### src/rtl/instr_fetch_unit.sv
`default_nettype none
// ============================================================================
// Module   : instr_fetch_unit
// Purpose  : Program counter owner and req/ack instruction fetcher; holds each
//            fetched word until commit, then selects sequential/branch/jump PC.
// Revision : 1.0 - initial release
// ============================================================================
module instr_fetch_unit #(
    parameter logic [31:0] RESET_PC = 32'h0000_0000
) (
    input  logic        clk,
    input  logic        rst,
    output logic        imem_req,
    output logic [31:0] imem_addr,
    input  logic        imem_ack,
    input  logic [31:0] imem_rdata,
    output logic [31:0] instr,
    output logic        instr_valid,
    input  logic        instr_ready,
    input  logic        pcsrc,
    input  logic        jump,
    output logic [31:0] pc,
    output logic [31:0] pc_plus4,
    output logic [31:0] retired_count
);

    typedef enum logic [1:0] {
        S_IDLE  = 2'd0,
        S_FETCH = 2'd1,
        S_HOLD  = 2'd2
    } state_t;

    state_t      state_q, state_d;
    logic [31:0] pc_q, pc_d;
    logic [31:0] instr_q, instr_d;
    logic [31:0] retired_q, retired_d;

    logic [31:0] w_pc_plus4;
    logic [31:0] w_branch_off;
    logic [31:0] w_next_pc;

    always_ff @(posedge clk) begin
        if (rst) begin
            state_q   <= S_IDLE;
            pc_q      <= RESET_PC;
            instr_q   <= 32'h0000_0000;
            retired_q <= 32'h0000_0000;
        end else begin
            state_q   <= state_d;
            pc_q      <= pc_d;
            instr_q   <= instr_d;
            retired_q <= retired_d;
        end
    end

    assign w_pc_plus4   = pc_q + 32'd4;
    assign w_branch_off = {{14{instr_q[15]}}, instr_q[15:0], 2'b00};

    // Jump outranks a taken branch when the controller raises both.
    always_comb begin
        w_next_pc = w_pc_plus4;
        if (jump) begin
            w_next_pc = {w_pc_plus4[31:28], instr_q[25:0], 2'b00};
        end else if (pcsrc) begin
            w_next_pc = w_pc_plus4 + w_branch_off;
        end
    end

    always_comb begin
        state_d   = state_q;
        pc_d      = pc_q;
        instr_d   = instr_q;
        retired_d = retired_q;
        case (state_q)
            S_IDLE: begin
                state_d = S_FETCH;
            end
            S_FETCH: begin
                if (imem_ack) begin
                    instr_d = imem_rdata;
                    state_d = S_HOLD;
                end
            end
            S_HOLD: begin
                if (instr_ready) begin
                    pc_d      = w_next_pc;
                    retired_d = retired_q + 32'd1;
                    state_d   = S_FETCH;
                end
            end
            default: begin
                state_d = S_IDLE;
            end
        endcase
    end

    assign imem_req      = (state_q == S_FETCH);
    assign imem_addr     = pc_q;
    assign instr         = instr_q;
    assign instr_valid   = (state_q == S_HOLD);
    assign pc            = pc_q;
    assign pc_plus4      = w_pc_plus4;
    assign retired_count = retired_q;

endmodule
`default_nettype wire

### config.mk
export PLATFORM = sky130hd
export DESIGN_NAME = instr_fetch_unit
export DESIGN_NICKNAME = d
export VERILOG_FILES = /design/src/rtl/instr_fetch_unit.sv
export SDC_FILE = /design/constraint.sdc
export NUM_CORES = 1
export LEC_CHECK = 0
export ABC_CLOCK_PERIOD_IN_PS = 10300
export BUFFER_PORTS_ARGS = -buffer_cell sky130_fd_sc_hd__buf_4
export CORE_ASPECT_RATIO = 2
export CORE_MARGIN = 10
export CORE_UTILIZATION = 57
export DETAILED_ROUTE_END_ITERATION = 6
export MAX_ROUTING_LAYER = met4
export PLACE_DENSITY = 0.87
export RECOVER_POWER = 100
export SLEW_MARGIN = 30
export SYNTH_ARGS = -nofsm -noshare
export SYNTH_HDL_FRONTEND = slang
export SYNTH_SLANG_ARGS = --single-unit
### constraint.sdc
create_clock -name clk -period 10.3 [get_ports clk]
set_input_delay 2.575 -clock clk [delete_from_list [all_inputs] [get_ports clk]]
set_output_delay 2.575 -clock clk [all_outputs]
set_load 0.01 [all_outputs]
Yosys cells after proc, flatten, opt, wreduce, memory -nomap -nowiden --
Cells that the tools add are included.
Storage, ports and cells: register bits after elaboration 98, input port bits 38, logic and storage cells 20, output and inout bits 162
Cells by class: mux-type cells 5, reduce and logical (&&, ||, !) cells 4, eq/ne operators 4, add/sub/neg operators 3
Operators by type and width (count):
- 32-bit two-way mux | 2
- 32-bit by 1-bit adder with 32-bit output, second input constant | 1
- 32-bit by 3-bit adder with 32-bit output, second input constant | 1
- 32-bit adder | 1
- 2-bit case mux with 3 select lines | 1
- 2-bit AND reduction | 3
- 2-bit two-way mux | 2
- 2-bit by 1-bit inequality test with 1-bit output, second input constant | 2
- 2-bit by 1-bit equality test with 1-bit output, second input constant | 1
- 2-bit equality test, second input constant | 1
- 2-bit logical NOT | 1

Logic depth before layout (Yosys ltp) --
depth in word-level cells 4, gate-level depth with buffers 17

Worst setup path before layout --
No wires, ideal clock.
path type register to output, from reg pc_q[11] (netlist: imem_addr[11]), to out pc_plus4[29], slack 5789 ps, stages on the path, launching flop included 7, data required time 7725 ps, arrival time 1936 ps, buffers on the path 0, path through dfxtp_1 and4_1 nand4_1 or3_1 nor3_4 nand3_1 xnor2_1
Between the ends: cells in the longest elaborated chain, start to end 1
Ends and longest elaborated chain:
- start, declared | RTL line 34 | logic [31:0] pc_q, pc_d;
- start signal, assigned | RTL line 50 | pc_q <= pc_d;
- 32-bit by 3-bit adder with 32-bit output | RTL line 56 | assign w_pc_plus4 = pc_q + 32'd4;
- end, declared | RTL line 23 | output logic [31:0] pc_plus4,
No other way between the ends.

Worst setup path in the final report --
from in rst, to reg pc_q[29] (netlist: imem_addr[29])
RTL lines:
- start, declared | RTL line 12 | input logic rst,
No word-level cell between the ends.

==> results.sh <==
export IMPL_status="finished with violations"
export IMPL_violations="max-capacitance violations, max-slew violations"
export IMPL_setup_ws_ns=4.59
export IMPL_drc_errors=0
export IMPL_totalWireLength_um=21900
export IMPL_ys_seq_area_share_pct=29.2
export IMPL_clock_sinks=96
export IMPL_ys_warnings_count=0
export IMPL_clk_path_buf_depth=2
export IMPL_period_needed_ns=5.71
export IMPL_rsz0062_at_grt="false"
export IMPL_overflow=0
export IMPL_peakVddDrop_mv=0.106
export IMPL_diodes=0
export IMPL_antenna_found_initial=0
export IMPL_die_area_mm2=0.0165
export IMPL_synth_compound_area_share_pct=20.0
export IMPL_vias_per_cell=5.92
export IMPL_synthMuxAreaShare_pct=1.52
export IMPL_yosys_area_share_xor_xnor_pct=9.33
export IMPL_grt_total_usage_pct=26.4
export IMPL_fin_setup_tns_ns=0
export IMPL_pin_count=200
export IMPL_grt_pass1_vias=6665
export IMPL_crit_type="primary input to flop"
export IMPL_worstSkewPairLatency_ns=0.35
export IMPL_cp_slowest_cell="clkbuf_1"
export IMPL_synth_fa_ha_area_share_pct=7.35
export IMPL_cp_max_fo=64
export IMPL_nets=1076
export IMPL_total_power_mw=0.839
export IMPL_p_leak_nw=3.02
export IMPL_ys_seq_elements=96
export IMPL_synth_top_family_by_area="simple AND/OR/NAND/NOR gates"
export IMPL_fmax_mhz=175
export IMPL_yosys_area_share_simple_pct=25.1
export IMPL_drv_cap=3
export IMPL_drive_above_1_share_pct=7.56
export IMPL_ant_nets=0
export IMPL_path_common_cell="clkbuf_1"
export IMPL_initial_core_util_pct=58.2
export IMPL_gp_congestion=0.995
export IMPL_drtPass1Iterations=5
export IMPL_worst_slew_pin_slew_ns=2.72
export IMPL_cts_tree="done"
export IMPL_clk_pin_slew_ns=0.08
export IMPL_num_rows=55
export IMPL_synth_area_leaders="dfxtp_1 (29%), nand2_1 (7.8%), ha_1 (7.0%)"
export IMPL_slew_violations=131
export IMPL_critPathBufInv=2
export IMPL_power_density_mw_per_mm2=111
export IMPL_postCtsHoldBufs=0
export IMPL_path_cells="clkbuf_1, clkbuf_1, nor3_1"
export IMPL_areaGrowthSynthToFinish_pct=14.5
export IMPL_placed_cell_area_mm2=0.00784
export IMPL_final_area_mm2=0.00752
export IMPL_drt_initial_drc_count=332
export IMPL_die_h_um=172
export IMPL_cts_buffers=9
export IMPL_synth_top_area_cell="dfxtp_1"
export IMPL_synth_edf_count=0
export IMPL_io_buffers=193
export IMPL_post_cts_resized=0
export IMPL_synth_top_area_share_pct=29.2
export IMPL_setup_violations_final=0
export IMPL_cts_root_buf="clkbuf_16"
export IMPL_layout_common_cells="clkbuf_1 (157), nand2_1 (136), dfxtp_1 (96)"
export IMPL_postCtsSetupRepairBufs=0
export IMPL_critPathRequiredTime_ns=10.41
export IMPL_pre_cts_ws_ns=5.44
export IMPL_dr_total_vias=6792
export IMPL_core_mm2=0.0113
export IMPL_relSlewSlack_pct=-81.2
export IMPL_synth_area_mm2=0.00657
export IMPL_layout_commonest_cell="clkbuf_1"
export IMPL_clock_skew_ns=0.0115
export IMPL_arrival_ns=5.83
export IMPL_hold_class="flop to flop"
export IMPL_max_stage_delay_ns=2.01
export IMPL_ys_types=74
export IMPL_synth_ff_type="dfxtp_1"
export IMPL_cts_max_level=3
export IMPL_synthArstFlopShare_pct=0
export IMPL_cp_end_kind="flop"
export IMPL_startpoint_type="primary input"
export IMPL_finalCritPeriodShare_pct=55.5
export IMPL_route_detailed_wl_per_inst_um=19.1
export IMPL_hpwl_um=16900
export IMPL_grt_max_degree=65
export IMPL_synth_cells=860
export IMPL_finalHoldViolCount=0
export IMPL_grt_pass1_wl_um=33200
export IMPL_die_w_um=95.9
export IMPL_cp_top_family="buffers and inverters"
export IMPL_postSynthAreaPerCell_um2=7.64
==> final cells by class <==
| cell class | instances | area, µm² |
|---|---|---|
| multi-input combinational | 675 | 4160 |
| tap | 142 | 178 |
| sequential | 96 | 1920 |
| fill | 1119 | 3760 |
| inverter | 20 | 75.1 |
| clock buffer | 10 | 239 |
| timing repair buffer | 198 | 897 |
| clock inverter | 6 | 57.6 |
==> final timing paths <==
check | slack [ns] | to | startpoint | cells past startpoint
setup / recovery | 4.59 | imem_addr[29]$_SDFFE_PP0P_ | rst | 3
hold / removal | 0.46 | instr[27]$_SDFFE_PP0P_ | instr[27]$_SDFFE_PP0P_ | 2
setup reg to reg | 5.49 | imem_addr[27]$_SDFFE_PP0P_ | imem_addr[2]$_SDFFE_PP0P_ | 16
hold reg to reg | 0.46 | instr[27]$_SDFFE_PP0P_ | instr[27]$_SDFFE_PP0P_ | 2
==> state kept, by name (all words and copies together) (netlist names) <==
name	flops
instr	32
retired_count	32
imem_addr	30
state_q	2
==> stage by stage <==
stage          hold slack [ns]  std cells  utilization [%]
6_report                 0.461       1147             66.7
5_1_grt                  0.474       1147             66.7
4_1_cts                  0.461       1147             72.1
3_5_place_dp             0.450       1131             69.5
3_3_place_gp             0.444       1131             69.5
2_1_floorplan            0.481        865                -
==> where the power goes <==
part / switching, mW / internal [mW] / leakage [nW] / total [mW]
Clock: 0.163 / 0.177 / 0.148 / 0.340
Sequential: 0.0105 / 0.380 / 0.777 / 0.390
Combinational: 0.0687 / 0.0398 / 2.10 / 0.109
==> synth_stat cells (all sizes together) (5+ instances only) <==
cell	count
mux2i	10
or3	14
nand4	12
nor3	21
and2	6
and3	18
clkbuf	33
buf	41
o21a	6
dfxtp	96
or2	5
o211ai	12
nor2	74
inv	20
nor2b	5
a211oi	7
a21o	16
a21oi	87
nand2b	12
ha	37
xnor2	36
xor2	34
o21ai	30
o21bai	6
a31oi	8
nand3	26
nand2	137
==> worst min-delay path, delay by kind of cell, from the launching register on <==
kind,cells,cell delay [ns]
and+or+nand+nor,1,0.05
AOI/OAI and AO/OA,1,0.05
DFF,1,0.32
==> logic make-up after synthesis <==
logic type / Yosys count
flip-flops: 96
buffers and inverters: 94
adder cells (fa/ha/maj): 38
AO/OA/AOI/OAI: 206
other: 1
XOR/XNOR: 70
AND/OR/NAND/NOR: 345
multiplexers: 10
==> per-layer routing <==
| layer | share of wire (%) | GRT usage, % |
|---|---|---|
| met4 | 4.6 | 13.6 |
| met1 | 34 | 24.9 |
| met5 | 0 | - |
| met3 | 6.9 | 5.86 |
| met2 | 54 | 47.9 |
Note: power is estimated with default switching activity, not from simulation.
